$ cat src/rtl/stack_arbiter_if.sv
// Client and stack-side bus of the two-requester LIFO arbiter.
// The slave modport is the arbiter's view; master is the clients-plus-stack side.
interface stack_arbiter_if #(
  parameter int DATA_WIDTH = 8,
  parameter int ADDR_WIDTH = 4
);
  logic [1:0]              req_valid;
  logic [1:0]              req_op;
  logic [2*DATA_WIDTH-1:0] req_wdata;
  logic [1:0]              req_ready;
  logic [1:0]              rsp_valid;
  logic [DATA_WIDTH-1:0]   rsp_data;
  logic                    rsp_err;
  logic                    stk_push;
  logic                    stk_pop;
  logic [DATA_WIDTH-1:0]   stk_wdata;
  logic                    stk_full;
  logic                    stk_empty;
  logic [DATA_WIDTH-1:0]   stk_rdata;
  logic [ADDR_WIDTH:0]     level;

  modport slave (
    input  req_valid, req_op, req_wdata, stk_full, stk_empty, stk_rdata,
    output req_ready, rsp_valid, rsp_data, rsp_err, stk_push, stk_pop, stk_wdata, level
  );

  modport master (
    output req_valid, req_op, req_wdata, stk_full, stk_empty, stk_rdata,
    input  req_ready, rsp_valid, rsp_data, rsp_err, stk_push, stk_pop, stk_wdata, level
  );
endinterface

$ cat src/rtl/stack_arbiter.sv
// Round-robin arbiter sharing one LIFO between two clients; grant/strobes combinational,
// response registered one cycle later. Ungranted requesters are held off via req_ready.
module stack_arbiter #(
  parameter int DATA_WIDTH = 8,
  parameter int ADDR_WIDTH = 4
) (
  input  logic            clk,
  input  logic            arst_n,
  stack_arbiter_if.slave  bus
);

  logic                  r_prio;
  logic [1:0]            r_rsp_valid;
  logic [DATA_WIDTH-1:0] r_rsp_data;
  logic                  r_rsp_err;
  logic [ADDR_WIDTH:0]   r_level;

  logic [1:0]            w_grant;
  logic                  w_gidx;
  logic                  w_any;
  logic                  w_op;
  logic [DATA_WIDTH-1:0] w_wdata;
  logic                  w_push;
  logic                  w_pop;
  logic                  w_err;

  // Grants are suppressed while reset is held so no strobe reaches the stack.
  always_comb begin
    w_grant = 2'b00;
    if (arst_n) begin
      if (bus.req_valid == 2'b11) begin
        w_grant = r_prio ? 2'b10 : 2'b01;
      end else begin
        w_grant = bus.req_valid;
      end
    end
  end

  assign w_gidx  = w_grant[1];
  assign w_any   = |w_grant;
  assign w_op    = w_gidx ? bus.req_op[1] : bus.req_op[0];
  assign w_wdata = w_gidx ? bus.req_wdata[2*DATA_WIDTH-1:DATA_WIDTH]
                          : bus.req_wdata[DATA_WIDTH-1:0];

  // Full/empty gating keeps the shadow level inside 0..depth.
  assign w_push = w_any & ~w_op & ~bus.stk_full;
  assign w_pop  = w_any &  w_op & ~bus.stk_empty;
  assign w_err  = w_any & (w_op ? bus.stk_empty : bus.stk_full);

  assign bus.req_ready = w_grant;
  assign bus.stk_push  = w_push;
  assign bus.stk_pop   = w_pop;
  assign bus.stk_wdata = w_wdata;
  assign bus.rsp_valid = r_rsp_valid;
  assign bus.rsp_data  = r_rsp_data;
  assign bus.rsp_err   = r_rsp_err;
  assign bus.level     = r_level;

  always_ff @(posedge clk or negedge arst_n) begin
    if (!arst_n) begin
      r_prio      <= 1'b0;
      r_rsp_valid <= 2'b00;
      r_rsp_data  <= '0;
      r_rsp_err   <= 1'b0;
    end else begin
      r_rsp_valid <= w_grant;
      if (w_any) begin
        r_prio     <= ~w_gidx;
        r_rsp_data <= w_pop ? bus.stk_rdata : '0;
        r_rsp_err  <= w_err;
      end
    end
  end

  always_ff @(posedge clk or negedge arst_n) begin
    if (!arst_n) begin
      r_level <= '0;
    end else if (w_push) begin
      r_level <= r_level + {{ADDR_WIDTH{1'b0}}, 1'b1};
    end else if (w_pop) begin
      r_level <= r_level - {{ADDR_WIDTH{1'b0}}, 1'b1};
    end
  end

endmodule

$ cat src/flat_wrapper.sv
// flat-port wrapper written by rule: the top's interface ports become plain ports
module stack_arbiter_flat 
#(
  parameter int DATA_WIDTH = 8,
  parameter int ADDR_WIDTH = 4
)
  (clk, arst_n, bus_req_valid, bus_req_op, bus_req_wdata, bus_stk_full, bus_stk_empty, bus_stk_rdata, bus_req_ready, bus_rsp_valid, bus_rsp_data, bus_rsp_err, bus_stk_push, bus_stk_pop, bus_stk_wdata, bus_level);
  stack_arbiter_if #(.DATA_WIDTH(DATA_WIDTH), .ADDR_WIDTH(ADDR_WIDTH)) bus_i ();
  input  logic clk;
  input  logic arst_n;
  input wire logic [$bits(bus_i.req_valid)-1:0] bus_req_valid;
  input wire logic [$bits(bus_i.req_op)-1:0] bus_req_op;
  input wire logic [$bits(bus_i.req_wdata)-1:0] bus_req_wdata;
  input wire logic [$bits(bus_i.stk_full)-1:0] bus_stk_full;
  input wire logic [$bits(bus_i.stk_empty)-1:0] bus_stk_empty;
  input wire logic [$bits(bus_i.stk_rdata)-1:0] bus_stk_rdata;
  output wire logic [$bits(bus_i.req_ready)-1:0] bus_req_ready;
  output wire logic [$bits(bus_i.rsp_valid)-1:0] bus_rsp_valid;
  output wire logic [$bits(bus_i.rsp_data)-1:0] bus_rsp_data;
  output wire logic [$bits(bus_i.rsp_err)-1:0] bus_rsp_err;
  output wire logic [$bits(bus_i.stk_push)-1:0] bus_stk_push;
  output wire logic [$bits(bus_i.stk_pop)-1:0] bus_stk_pop;
  output wire logic [$bits(bus_i.stk_wdata)-1:0] bus_stk_wdata;
  output wire logic [$bits(bus_i.level)-1:0] bus_level;
  assign bus_i.req_valid = bus_req_valid;
  assign bus_i.req_op = bus_req_op;
  assign bus_i.req_wdata = bus_req_wdata;
  assign bus_i.stk_full = bus_stk_full;
  assign bus_i.stk_empty = bus_stk_empty;
  assign bus_i.stk_rdata = bus_stk_rdata;
  assign bus_req_ready = bus_i.req_ready;
  assign bus_rsp_valid = bus_i.rsp_valid;
  assign bus_rsp_data = bus_i.rsp_data;
  assign bus_rsp_err = bus_i.rsp_err;
  assign bus_stk_push = bus_i.stk_push;
  assign bus_stk_pop = bus_i.stk_pop;
  assign bus_stk_wdata = bus_i.stk_wdata;
  assign bus_level = bus_i.level;
  stack_arbiter #(.DATA_WIDTH(DATA_WIDTH), .ADDR_WIDTH(ADDR_WIDTH)) u_core (.clk(clk), .arst_n(arst_n), .bus(bus_i));
endmodule
$ cat config.mk
export PLATFORM = sky130hd
export DESIGN_NAME = stack_arbiter_flat
export DESIGN_NICKNAME = d
export VERILOG_FILES = /design/src/rtl/stack_arbiter_if.sv /design/src/rtl/stack_arbiter.sv /design/src/flat_wrapper.sv
export SDC_FILE = /design/constraint.sdc
export NUM_CORES = 1
export LEC_CHECK = 0
export ABC_AREA = 1
export ABC_CLOCK_PERIOD_IN_PS = 2700
export CAP_MARGIN = 20
export CORE_UTILIZATION = 36
export CTS_CLUSTER_DIAMETER = 200
export DETAILED_ROUTE_END_ITERATION = 6
export PLACE_DENSITY = 0.88
export SLEW_MARGIN = 15
export SYNTH_ARGS = -nofsm -noshare
export SYNTH_HDL_FRONTEND = slang
export SYNTH_SLANG_ARGS = --single-unit
$ cat constraint.sdc
create_clock -name clk -period 2.7 [get_ports clk]
set_input_delay 0.27 -clock clk [delete_from_list [all_inputs] [get_ports clk]]
set_output_delay 0.27 -clock clk [all_outputs]
set_load 0.05 [all_outputs]
After elaboration in Yosys (flattened, before gate mapping)
Index checks and enable logic that the tools add are counted.
{"block": "word_totals", "register_bits": 17, "output_inout_bits": 28, "ramBits": 0, "rom_bits": 0, "word_cells": 28, "inputBits": 32, "latch_bits": 0, "n_memories": 0}
{"block": "op_classes", "eq_ne": 1, "add_sub_neg": 2, "n_lt_le_gt_ge": 0, "n_shift": 0, "multipliers": 0, "n_div": 0, "mux": 9, "bitwise_logic": 9, "n_reduce_logical": 2}
{"operator": "$mux 8", "n": 2}
{"operator": "$mux 5", "n": 2}
{"operator": "$mux 2", "n": 3}
{"operator": "$add 5x1->5 const B", "n": 1}
{"operator": "$and 1x1->1", "n": 5}
{"operator": "$sub 5x1->5 const B", "n": 1}
{"operator": "$not 1->1", "n": 4}
{"operator": "$eq 2x2->1 const B", "n": 1}
{"operator": "$mux 1", "n": 2}
{"operator": "$reduce_bool 2->1", "n": 1}
{"operator": "$reduce_or 2->1", "n": 1}

Logic depth before layout (Yosys ltp)
{"block": "logic_depth", "depth_word": 8, "ltp_mapped": 15, "ltp_nobuf": 14}

Worst setup path before layout
Ideal clock, no wire load.
{"block": "synth_path", "path_kind": "reg2out", "from": "register u_core.r_prio", "to": "output port bus_stk_wdata[0]", "setup_slack_ps": 803, "stages_incl_launch_ff": 8, "required_ps": 2430, "path_buffers": 1, "arrival_time_ps": 1627, "path_cell_list": "dfrtp_1 -> inv_1 -> nand2_2 -> nand2_2 -> buf_6 -> clkinv_1 -> nand2_1 -> nand2_1"}
{"block": "synth_via", "elab_chain_cells": 4}
{"item": "from (decl)", "line_no": "stack_arbiter.sv:12", "source": "logic r_prio;"}
{"item": "from (signal assigned)", "line_no": "stack_arbiter.sv:68", "source": "r_prio <= ~w_gidx;"}
{"item": "$mux 2", "line_no": "stack_arbiter.sv:32", "source": "w_grant = r_prio ? 2'b10 : 2'b01;"}
{"item": "$mux 2", "line_no": "stack_arbiter.sv:31", "source": "if (bus.req_valid == 2'b11) begin"}
{"item": "$mux 2", "line_no": "stack_arbiter.sv:30", "source": "if (arst_n) begin"}
{"item": "named net bus_req_ready[1]", "line_no": "flat_wrapper.sv:17", "source": "output wire logic [$bits(bus_i.req_ready)-1:0] bus_req_ready;"}
{"item": "$mux 8", "line_no": "stack_arbiter.sv:42", "source": "assign w_wdata = w_gidx ? bus.req_wdata[2*DATA_WIDTH-1:DATA_WIDTH]"}
{"item": "to (decl)", "line_no": "flat_wrapper.sv:23", "source": "output wire logic [$bits(bus_i.stk_wdata)-1:0] bus_stk_wdata;"}
The timed path passes the listed nets, and every way through them passes these cells.

Worst setup path in the final report
{"block": "layout_path", "from": "input port bus_req_valid[0]", "to": "register u_core.r_level[4] (netlist: u_core.bus.level[4])"}
{"block": "layout_via", "elab_chain_cells": 8, "word_cells_on_any_way": 12, "classes_between": "eq/ne (1); mux (4); bitwise (5); reduce/logical (2)"}
{"item": "from (decl)", "line_no": "flat_wrapper.sv:11", "source": "input wire logic [$bits(bus_i.req_valid)-1:0] bus_req_valid;"}
{"item": "$eq 2x2->1", "line_no": "stack_arbiter.sv:31"}
{"item": "$mux 2 (*)", "line_no": "stack_arbiter.sv:31"}
{"item": "$mux 2 (*)", "line_no": "stack_arbiter.sv:30"}
{"item": "$mux 1", "line_no": "stack_arbiter.sv:41", "source": "assign w_op = w_gidx ? bus.req_op[1] : bus.req_op[0];"}
{"item": "$not 1->1", "line_no": "stack_arbiter.sv:46", "source": "assign w_push = w_any & ~w_op & ~bus.stk_full;"}
{"item": "$and 1x1->1 (2 in series)", "line_no": "stack_arbiter.sv:46"}
{"item": "$mux 5 or $reduce_bool 2->1 (tied branches)"}
{"item": "to (signal assigned)", "line_no": "stack_arbiter.sv:79", "source": "r_level <= r_level + {{ADDR_WIDTH{1'b0}}, 1'b1};"}
{"item": "to (signal assigned)", "line_no": "stack_arbiter.sv:81", "source": "r_level <= r_level - {{ADDR_WIDTH{1'b0}}, 1'b1};"}
{"item": "to (decl)", "line_no": "stack_arbiter.sv:16", "source": "logic [ADDR_WIDTH:0] r_level;"}
Every way passes the cells marked *; elsewhere a longest branch is shown, timed or not.
A chain may end at the register's enable or synchronous reset.

==> flow_summary_export.csv <==
group,metric,value,unit
flow_run,maxCapViolations,0,
synthesis,yosysMostFrequentCell,"nand2_1",
floorplan,rows,18,
sta,slew_violations,0,
layout,drive_gt1_share,15.2,%
synthesis,synthTopCellsByArea,"dfrtp_1 (46%), nand2_1 (15%), a22o_1 (7.5%)",
setup_path,slowest_delay,0.51,ns
synthesis,synth_top_area_cell,"dfrtp_1",
sta,hold_viol_final,0,
setup_path,cp_common_cell,"nand2_1",
synthesis,synth-edff-count,0,
cts,hold_buffers,0,
cts,htreeDepth,1,
cts,clock_latency,0.29,ns
synthesis,synth_seq_cells,17,
layout,area_growth,83.6,%
routing,via_count,977,
cts,cts_tree,"built",
routing,met2_length,1320,um
synthesis,ys.flop_type,"dfrtp_1",
cts,cts.clk_slew.worst_paths,0.10,ns
routing,dr.first_iter.drc_count,7,
run_status,status,"finished clean",
placed_design,io_buffers,59,
cts,cts_resized,0,
synthesis,syn_nets,143,
synthesis,synthTopCellsByCount,"nand2_1 (37), dfrtp_1 (17), a22o_1 (8), inv_1 (8), a21oi_1 (7)",
worst_hold_path,min_path_type,"in -> async",
setup_path,cp.required,2.90,ns
routing,final_antenna_net_count,0,
synthesis,seq_area_frac_synth,45.7,%
synthesis,avgSynthCellArea,8.70,sq um
global_routing,grt_max_degree,18,
sta,relSlewSlack,66.1,%
routing,wirelength,2590,um
setup_path,end_kind,"register",
routing,drt-wirelength-per-cell,12.9,um
routing,dr.max_layer_used,"met4",
power_and_ir_drop,cellLeakagePower,0.000825,uW
sta,finClkSkew,0.00504,ns
synthesis,syn_inst,107,
placed_design,dp_hpwl,2150,um
placed_design,placed_cell_area,1680,sq um
synthesis,ys_async_sr_fraction,100,%
global_routing,grt_pass1_vias,1043,
setup_path,setup.worst_path.start_class,"input port",
layout,multiInputGateArea,453,sq um
placed_design,gp_congestion,0.800,
cts,post-cts-setup-buffer-count,0,
floorplan,start_util,37.9,%
cts,cts-buffers-inserted,3,
synthesis,synth_area,931,sq um
sta,setup_violations,0,
sta,fin_crit_sh,81.5,%
setup_path,cp_cell_sequence,"clkdlybuf4s50_1, nand2_1, a21oi_1, nand3_4, fa_1, a21oi_1, nor2_1, nor2_1, nand2_1, nand2_1, nand2_1, nand2_1, inv_1",
global_routing,antenna_found_initial,0,
cts,clkSinkCount,17,
global_routing,grt_pass1_wl,4190,um
setup_path,critPathMaxFanout,9,
floorplan,ios,60,
cts,cts_root_buf,"clkbuf_4",
cts,cts.path.max_buffers,2,
power_and_ir_drop,peakVddDrop,0.680,mV
global_routing,gr-total-overflow,0,
routing,firstDrtPassIters,4,
routing,wl_met3,210,um
layout,fillers,193,
sta,fin_setup_tns,0,ns
floorplan,die_x,52.9,um
sta,timing.fmax,455,MHz
layout,fin_nets,208,
routing,drt-vias-per-instance,4.86,
routing,wl_met1,1010,um
setup_path,slowest_stage,"clkdlybuf4s50_1",
floorplan,fp.dieArea,2790,sq um
routing,post-route-drc-count,0,
layout,diodes,0,
sta,fin_crit,2.20,ns
sta,rsz0062_at_grt,"false",
synthesis,yosysTopAreaCellShare,45.7,%
synthesis,yosys_warnings,0,
floorplan,die_h,52.9,um
global_routing,grt.total_usage,20.9,%
layout,seqCellArea,425,sq um
floorplan,coreArea,2450,sq um
setup_path,crit_type,"in -> reg",
setup_path,cp.arrival,2.40,ns
power_and_ir_drop,p_per_area,711,nW/um^2
sta,worstMarginPinSlew,0.507,ns
layout,design_area,1710,sq um
synthesis,synth.distinct_cells,19,
power breakdown:
part | internal, uW | switching [uW]
clock | 57.6 | 79.0
combinational | 292 | 427
sequential | 308 | 51.8
final cells by class:
class / count / share of cell area, %
clock buffers: 4 / 1.54
inverters: 11 / 2.42
multi-input cells: 78 / 26.5
repair buffers: 61 / 42.5
flip-flops and latches: 17 / 24.9
well taps: 30 / 2.20
worst paths after layout:
check,endpoint,slack (ns),start,depth (start not counted)
max,u_core.bus.level[4]$_DFFE_PN0P_,0.50,bus_req_valid[0],13
min in group clk,u_core.bus.rsp_data[0]$_DFFE_PN0P_,0.51,u_core.bus.rsp_data[0]$_DFFE_PN0P_,1
max reg2reg,u_core.bus.level[4]$_DFFE_PN0P_,0.70,u_core.r_prio$_DFFE_PN0P_,13
min reg2reg,u_core.bus.rsp_data[0]$_DFFE_PN0P_,0.51,u_core.bus.rsp_data[0]$_DFFE_PN0P_,1
min,u_core.bus.rsp_data[6]$_DFFE_PN0P_,0.38,arst_n,2
max in group asynchronous,u_core.bus.rsp_data[0]$_DFFE_PN0P_,2.12,arst_n,2
critical path: cells and delay by family:
kind	cells	cell delay, ns
AOI/OAI and AO/OA	2	0.44
adders and majority gates	1	0.44
and+or+nand+nor	8	0.69
buffers and inverters	2	0.54
layout by cell type (no fill, tap or decap), types with 2 or more instances in the layout:
master | netlist | layout
clkdlybuf4s50_1 | 0 | 47
nand2_1 | 37 | 37
dfrtp_1 | 17 | 17
buf_12 | 0 | 12
inv_1 | 8 | 8
a22o_1 | 8 | 8
a21oi_1 | 7 | 7
nand3_1 | 6 | 6
nor2_1 | 5 | 5
nand2_2 | 3 | 3
ha_1 | 3 | 3
clkbuf_4 | 0 | 3
inv_2 | 2 | 2
nand2_4 | 2 | 2
xor2_1 | 2 | 2
buf_4 | 0 | 2
registers in the layout, summed over array words and instances, names as in the netlist:
signal / flops
u_core.bus.level: 5
u_core.bus.rsp_err: 1
u_core.r_prio: 1
u_core.bus.rsp_data: 8
u_core.bus.rsp_valid: 2
per-stage QoR:
step	instances	hold WS, ns	total power [uW]	utilization, %	worst slack [ns]
after floorplan	107	-0.0256	809	-	0.803
after global placement	197	0.487	1060	68.6	0.270
after detailed placement	197	0.494	1080	68.6	0.193
after CTS	201	0.389	1220	69.6	0.485
after global routing	201	0.426	1300	69.6	0.284
final	201	0.381	1220	69.6	0.501
layer usage:
metal,vias up,GRT usage (%)
li1,478,-
met1,444,22.9
met2,50,37.8
met3,5,5.17
met4,0,9.21
met5,-,0
cells by family (layout without fill, tap and decap cells):
kind of cell,after synthesis,in the layout,synth area share (%)
AO/OA/AOI/OAI,16,16,12.1
XOR/XNOR,3,3,2.82
adder cells (fa/ha/maj),4,4,6.18
buffers and inverters,12,76,5.65
flip-flops,17,17,45.7
AND/OR/NAND/NOR,55,55,27.6
(Power assumes the default switching activity.)
==> RTL change 1: new RTL, config.mk and constraints unchanged <==
`DATA_WIDTH` is set to 8 in 3 places; all go to 12.
--- a/src/rtl/stack_arbiter_if.sv
+++ b/src/rtl/stack_arbiter_if.sv
@@ -2,5 +2,5 @@
 // The slave modport is the arbiter's view; master is the clients-plus-stack side.
 interface stack_arbiter_if #(
-  parameter int DATA_WIDTH = 8,
+  parameter int DATA_WIDTH = 12,
   parameter int ADDR_WIDTH = 4
 );
--- a/src/rtl/stack_arbiter.sv
+++ b/src/rtl/stack_arbiter.sv
@@ -2,5 +2,5 @@
 // response registered one cycle later. Ungranted requesters are held off via req_ready.
 module stack_arbiter #(
-  parameter int DATA_WIDTH = 8,
+  parameter int DATA_WIDTH = 12,
   parameter int ADDR_WIDTH = 4
 ) (
--- a/src/flat_wrapper.sv
+++ b/src/flat_wrapper.sv
@@ -2,5 +2,5 @@
 module stack_arbiter_flat 
 #(
-  parameter int DATA_WIDTH = 8,
+  parameter int DATA_WIDTH = 12,
   parameter int ADDR_WIDTH = 4
 )
Ports: changed (resized bus_req_wdata, bus_rsp_data, bus_stk_rdata and bus_stk_wdata); port bits go from 60 to 80. The function was not compared with the original's and may differ.
==> RTL change 1 against the original RTL <==
The run now ends with DRC left; critical path depth decreased by 4; routed wire length increased by 18%; design area increased by 23%; total power increased by 14%; sequential cell count increased by 4; first-iteration DRC count increased to 6.1 times the old value; worst setup slack got worse by 0.053 ns; cell count increased by 19%; area after synthesis increased by 18%; sequential share of layout area increased by 0.080 points; critical endpoint is now bus_stk_wdata[2]; largest power group unchanged.
==> RTL change 1: results (changes against the original RTL) <==
worst hold slack 0.401 ns (+0.0196 ns); layout filler cell count 193 (unchanged); final worst slack 0.448 ns (-0.0528 ns); pre-CTS WS 0.198 ns (+0.00497 ns); count of different cell masters after synthesis 19 (unchanged); final wirelength 3040 um (+18%); # nets final 258 (+24%); leakage 1.02 nW (+23%); failing checks DRC; Setup crit end bus_stk_wdata[2]; worst hold path type input pin to asynchronous set/reset pin; vias in the first global route 1251 (+20%); share of layout cells above drive strength 1 13.9% (-1.3 points); DR pass1 iterations 7 (+3); pin count of the biggest net entering global routing 22 (+4); global-route wire length before repair 5060 um (+21%); Cells after DPL 236 (+20%); clk root buf clkbuf_4; # Post-CTS Setup Buffers 0 (unchanged); clk_lat worst skew 0.30 ns; top post-synthesis cells by count 49 x nand2_1, 21 x dfrtp_1, 12 x a22o_1; MaxCap Viol Count 0 (unchanged); clk buf depth 2 (unchanged); critical path class input pin to output pin; worst r2r path cells 13 (unchanged); Final Cell Area 2100 um^2 (+23%); DR iter-0 viols 43 (+36); CP arrival 1.98 ns (-0.42 ns); Final Skew 0.00726 ns (+0.00222 ns); syn nets 176 (+23%); Synth area leaders dfrtp_1 48%, nand2_1 17%, a22o_1 9.6%, a21oi_1 3.6%, ha_1 3.4%; placed wire-length estimate 2590 um (+21%); CTS Buf Count 3 (unchanged); Slew Limit Fails 0 (unchanged); drt via density 4.90 (+0.89%); Post-DP Area 2080 um^2 (+23%); gr usage total 19.9% (-1.0 points); Compound-Gate Fraction of Synth Area 13.9% (+1.8 points); r2r startpoint u_core.r_prio; Final GP Congestion 0.806 (+0.71%); via count 1177 (+20%); max FFs per register 12 (+4); VDD IR max 0.000425 V (-38%); post-synthesis xor/xnor area fraction 2.39% (-0.43 points); post-synthesis sequential area ratio 47.9% (+2.2 points); Critical Path Start arst_n; Worst Tran Pin Value 0.510 ns (+0.00275 ns); Port Buffers 79 (+34%); Post-synth top flop dfrtp_1; post-synthesis async set-or-reset flop share 100% (unchanged); CTS resizes 0 (unchanged); r2r setup slk 0.64 ns (-0.06 ns); Clock Pin Slew Worst Setup and Hold Paths 0.11 ns; DR DRC count 7 (+7); synth warn 0 (unchanged); adder-cell share of the synthesized area 5.25% (-0.94 points); Post-Synthesis Cells 128 (+20%); Worst Path Max Fanout 15 (+6); status complete, but fails checks
RTL change 1: critical path: stages:
cell and delay [ns]:
clkdlybuf4s50_1 0.53, nand2_2 0.10, inv_2 0.08, nand2_2 0.05
buf_4 0.18, inv_1 0.38, nand2_1 0.12, nand2_1 0.13
buf_12 0.14
RTL change 1: cell type report:
class	count	area, um^2	area share [%]
multi-input combinational	93	509	24.2
clock buffer	3	22.5	1.07
timing repair buffer	81	966	45.9
inverter	10	37.5	1.78
sequential	21	526	25.0
tap	31	38.8	1.84
clock inverter	1	5.00	0.238
RTL change 1: where the power goes:
group	total, W	switching, W	internal, W
Sequential	0.000427	0.0000544	0.000373
Clock	0.000146	0.0000906	0.0000552
Combinational	0.000809	0.000474	0.000334
Total	0.00138	0.000619	0.000762
RTL change 1: metal layers:
layer | global-route usage (%) | vias up | part of all wire, %
li1 | - | 577 | -
met1 | 20.2 | 532 | 37
met2 | 37.5 | 66 | 51
met3 | 7.48 | 2 | 12
met4 | 6.27 | 0 | 0.46
met5 | 0 | - | 0
==> RTL change 2: new RTL, same flow settings <==
Without the edit above. Reset style: synchronous (`arst_n`), changed in 2 clocked blocks.
--- a/src/rtl/stack_arbiter.sv
+++ b/src/rtl/stack_arbiter.sv
@@ -57,5 +57,5 @@
   assign bus.level     = r_level;
 
-  always_ff @(posedge clk or negedge arst_n) begin
+  always_ff @(posedge clk) begin
     if (!arst_n) begin
       r_prio      <= 1'b0;
@@ -73,5 +73,5 @@
   end
 
-  always_ff @(posedge clk or negedge arst_n) begin
+  always_ff @(posedge clk) begin
     if (!arst_n) begin
       r_level <= '0;
Check against the original RTL: differs if arst_n is asserted again (counterexample within 4 cycles, from zero or initial values and one cycle with arst_n low); with arst_n held inactive, the same outputs for 10 cycles.
==> RTL change 2 against the original RTL <==
Worst setup slack better by 0.13 ns; register-to-register slack better by 0.13 ns; routed wire length is 4.5% lower; via count is 12% higher; design area is 8.7% lower; first-iteration DRC count is 29% lower; area after synthesis is 1.3% lower; sequential cell count stayed put; critical endpoint is now u_core.bus.level[4].
Power is not compared: it rests on default switching activity, and its combinational part moved more than twofold at a synthesized area within 25%.
==> RTL change 2: results (changes against the original RTL) <==
layout filler cell count 190 (-1.6%); post-synthesis sequential area ratio 37.1% (-8.6 points); Max Fclk 484 MHz (+6.3%); count of multi-input gates 103 (+32%); status complete, no violations; r2r setup slk 0.83 ns (+0.13 ns); CP top delay family buffers and inverters; WL/cell 10.9 um (-15%); worst hold slack 0.468 ns (+0.0868 ns); worst rel slew slack 66.1% (about the same); Synth area leaders dfxtp_1 37%, nand2_1 24%, a21oi_1 7.6%, nand3_1 5.4%, inv_1 4.5%; count of different cell masters after synthesis 21 (+2); pin count of the biggest net entering global routing 15 (-3); Setup crit end u_core.bus.level[4]; gr usage total 18.2% (-2.7 points); multi-input logic area 514 um^2 (+14%); Non-clock inverters 14 (+3); post-synthesis async set-or-reset flop share 0% (-100 points); global-route wire length before repair 3770 um (-9.9%); vias in the first global route 1006 (-3.5%); worst r2r path cells 11 (-2); worst hold path type register to register; sequential cell area 340 um^2 (-20%); Final GP Congestion 0.832 (+3.9%); # nets final 236 (+13%); top post-synthesis cells by count 58 x nand2_1, 17 x dfxtp_1, 14 x a21oi_1; Post-DP Area 1530 um^2 (-8.9%); Cells after DPL 223 (+13%); CP arrival 2.26 ns (-0.14 ns); average size of a mapped cell 6.75 um^2 (-22%); r2r startpoint u_core.r_prio; Critical Path Start arst_n; share of layout cells above drive strength 1 13.6% (-1.6 points)
[RTL change 2: cell types whose count changed after synthesis, sizes merged, moves of 2 or more]
cell	unedited run	this run
nand2	42	62
inv	10	13
dfrtp	17	0
a22o	8	0
nand3	8	10
nor3	0	2
a21oi	7	14
dfxtp	0	17
[RTL change 2: cell families (layout without fill, tap and decap cells)]
logic type | count (synthesis) | in the layout | synth area share (%)
and+or+nand+nor | 80 | 80 | 37.6
AOI/OAI and AO/OA | 17 | 17 | 10.2
DFF | 17 | 17 | 37.1
buffers and inverters | 16 | 79 | 6.95
adders and majority gates | 4 | 4 | 6.27
xor gates and xnor gates | 2 | 2 | 1.91
[RTL change 2: layer usage]
| layer | vias to the layer above | track usage [%] | part of all wire [%] |
|---|---|---|---|
| met1 | 474 | 15.4 | 35 |
| met3 | 8 | 6.67 | 14 |
| met2 | 60 | 36.1 | 48 |
| li1 | 555 | - | - |
| met4 | 0 | 9.21 | 2.7 |
| met5 | - | 0 | 0 |
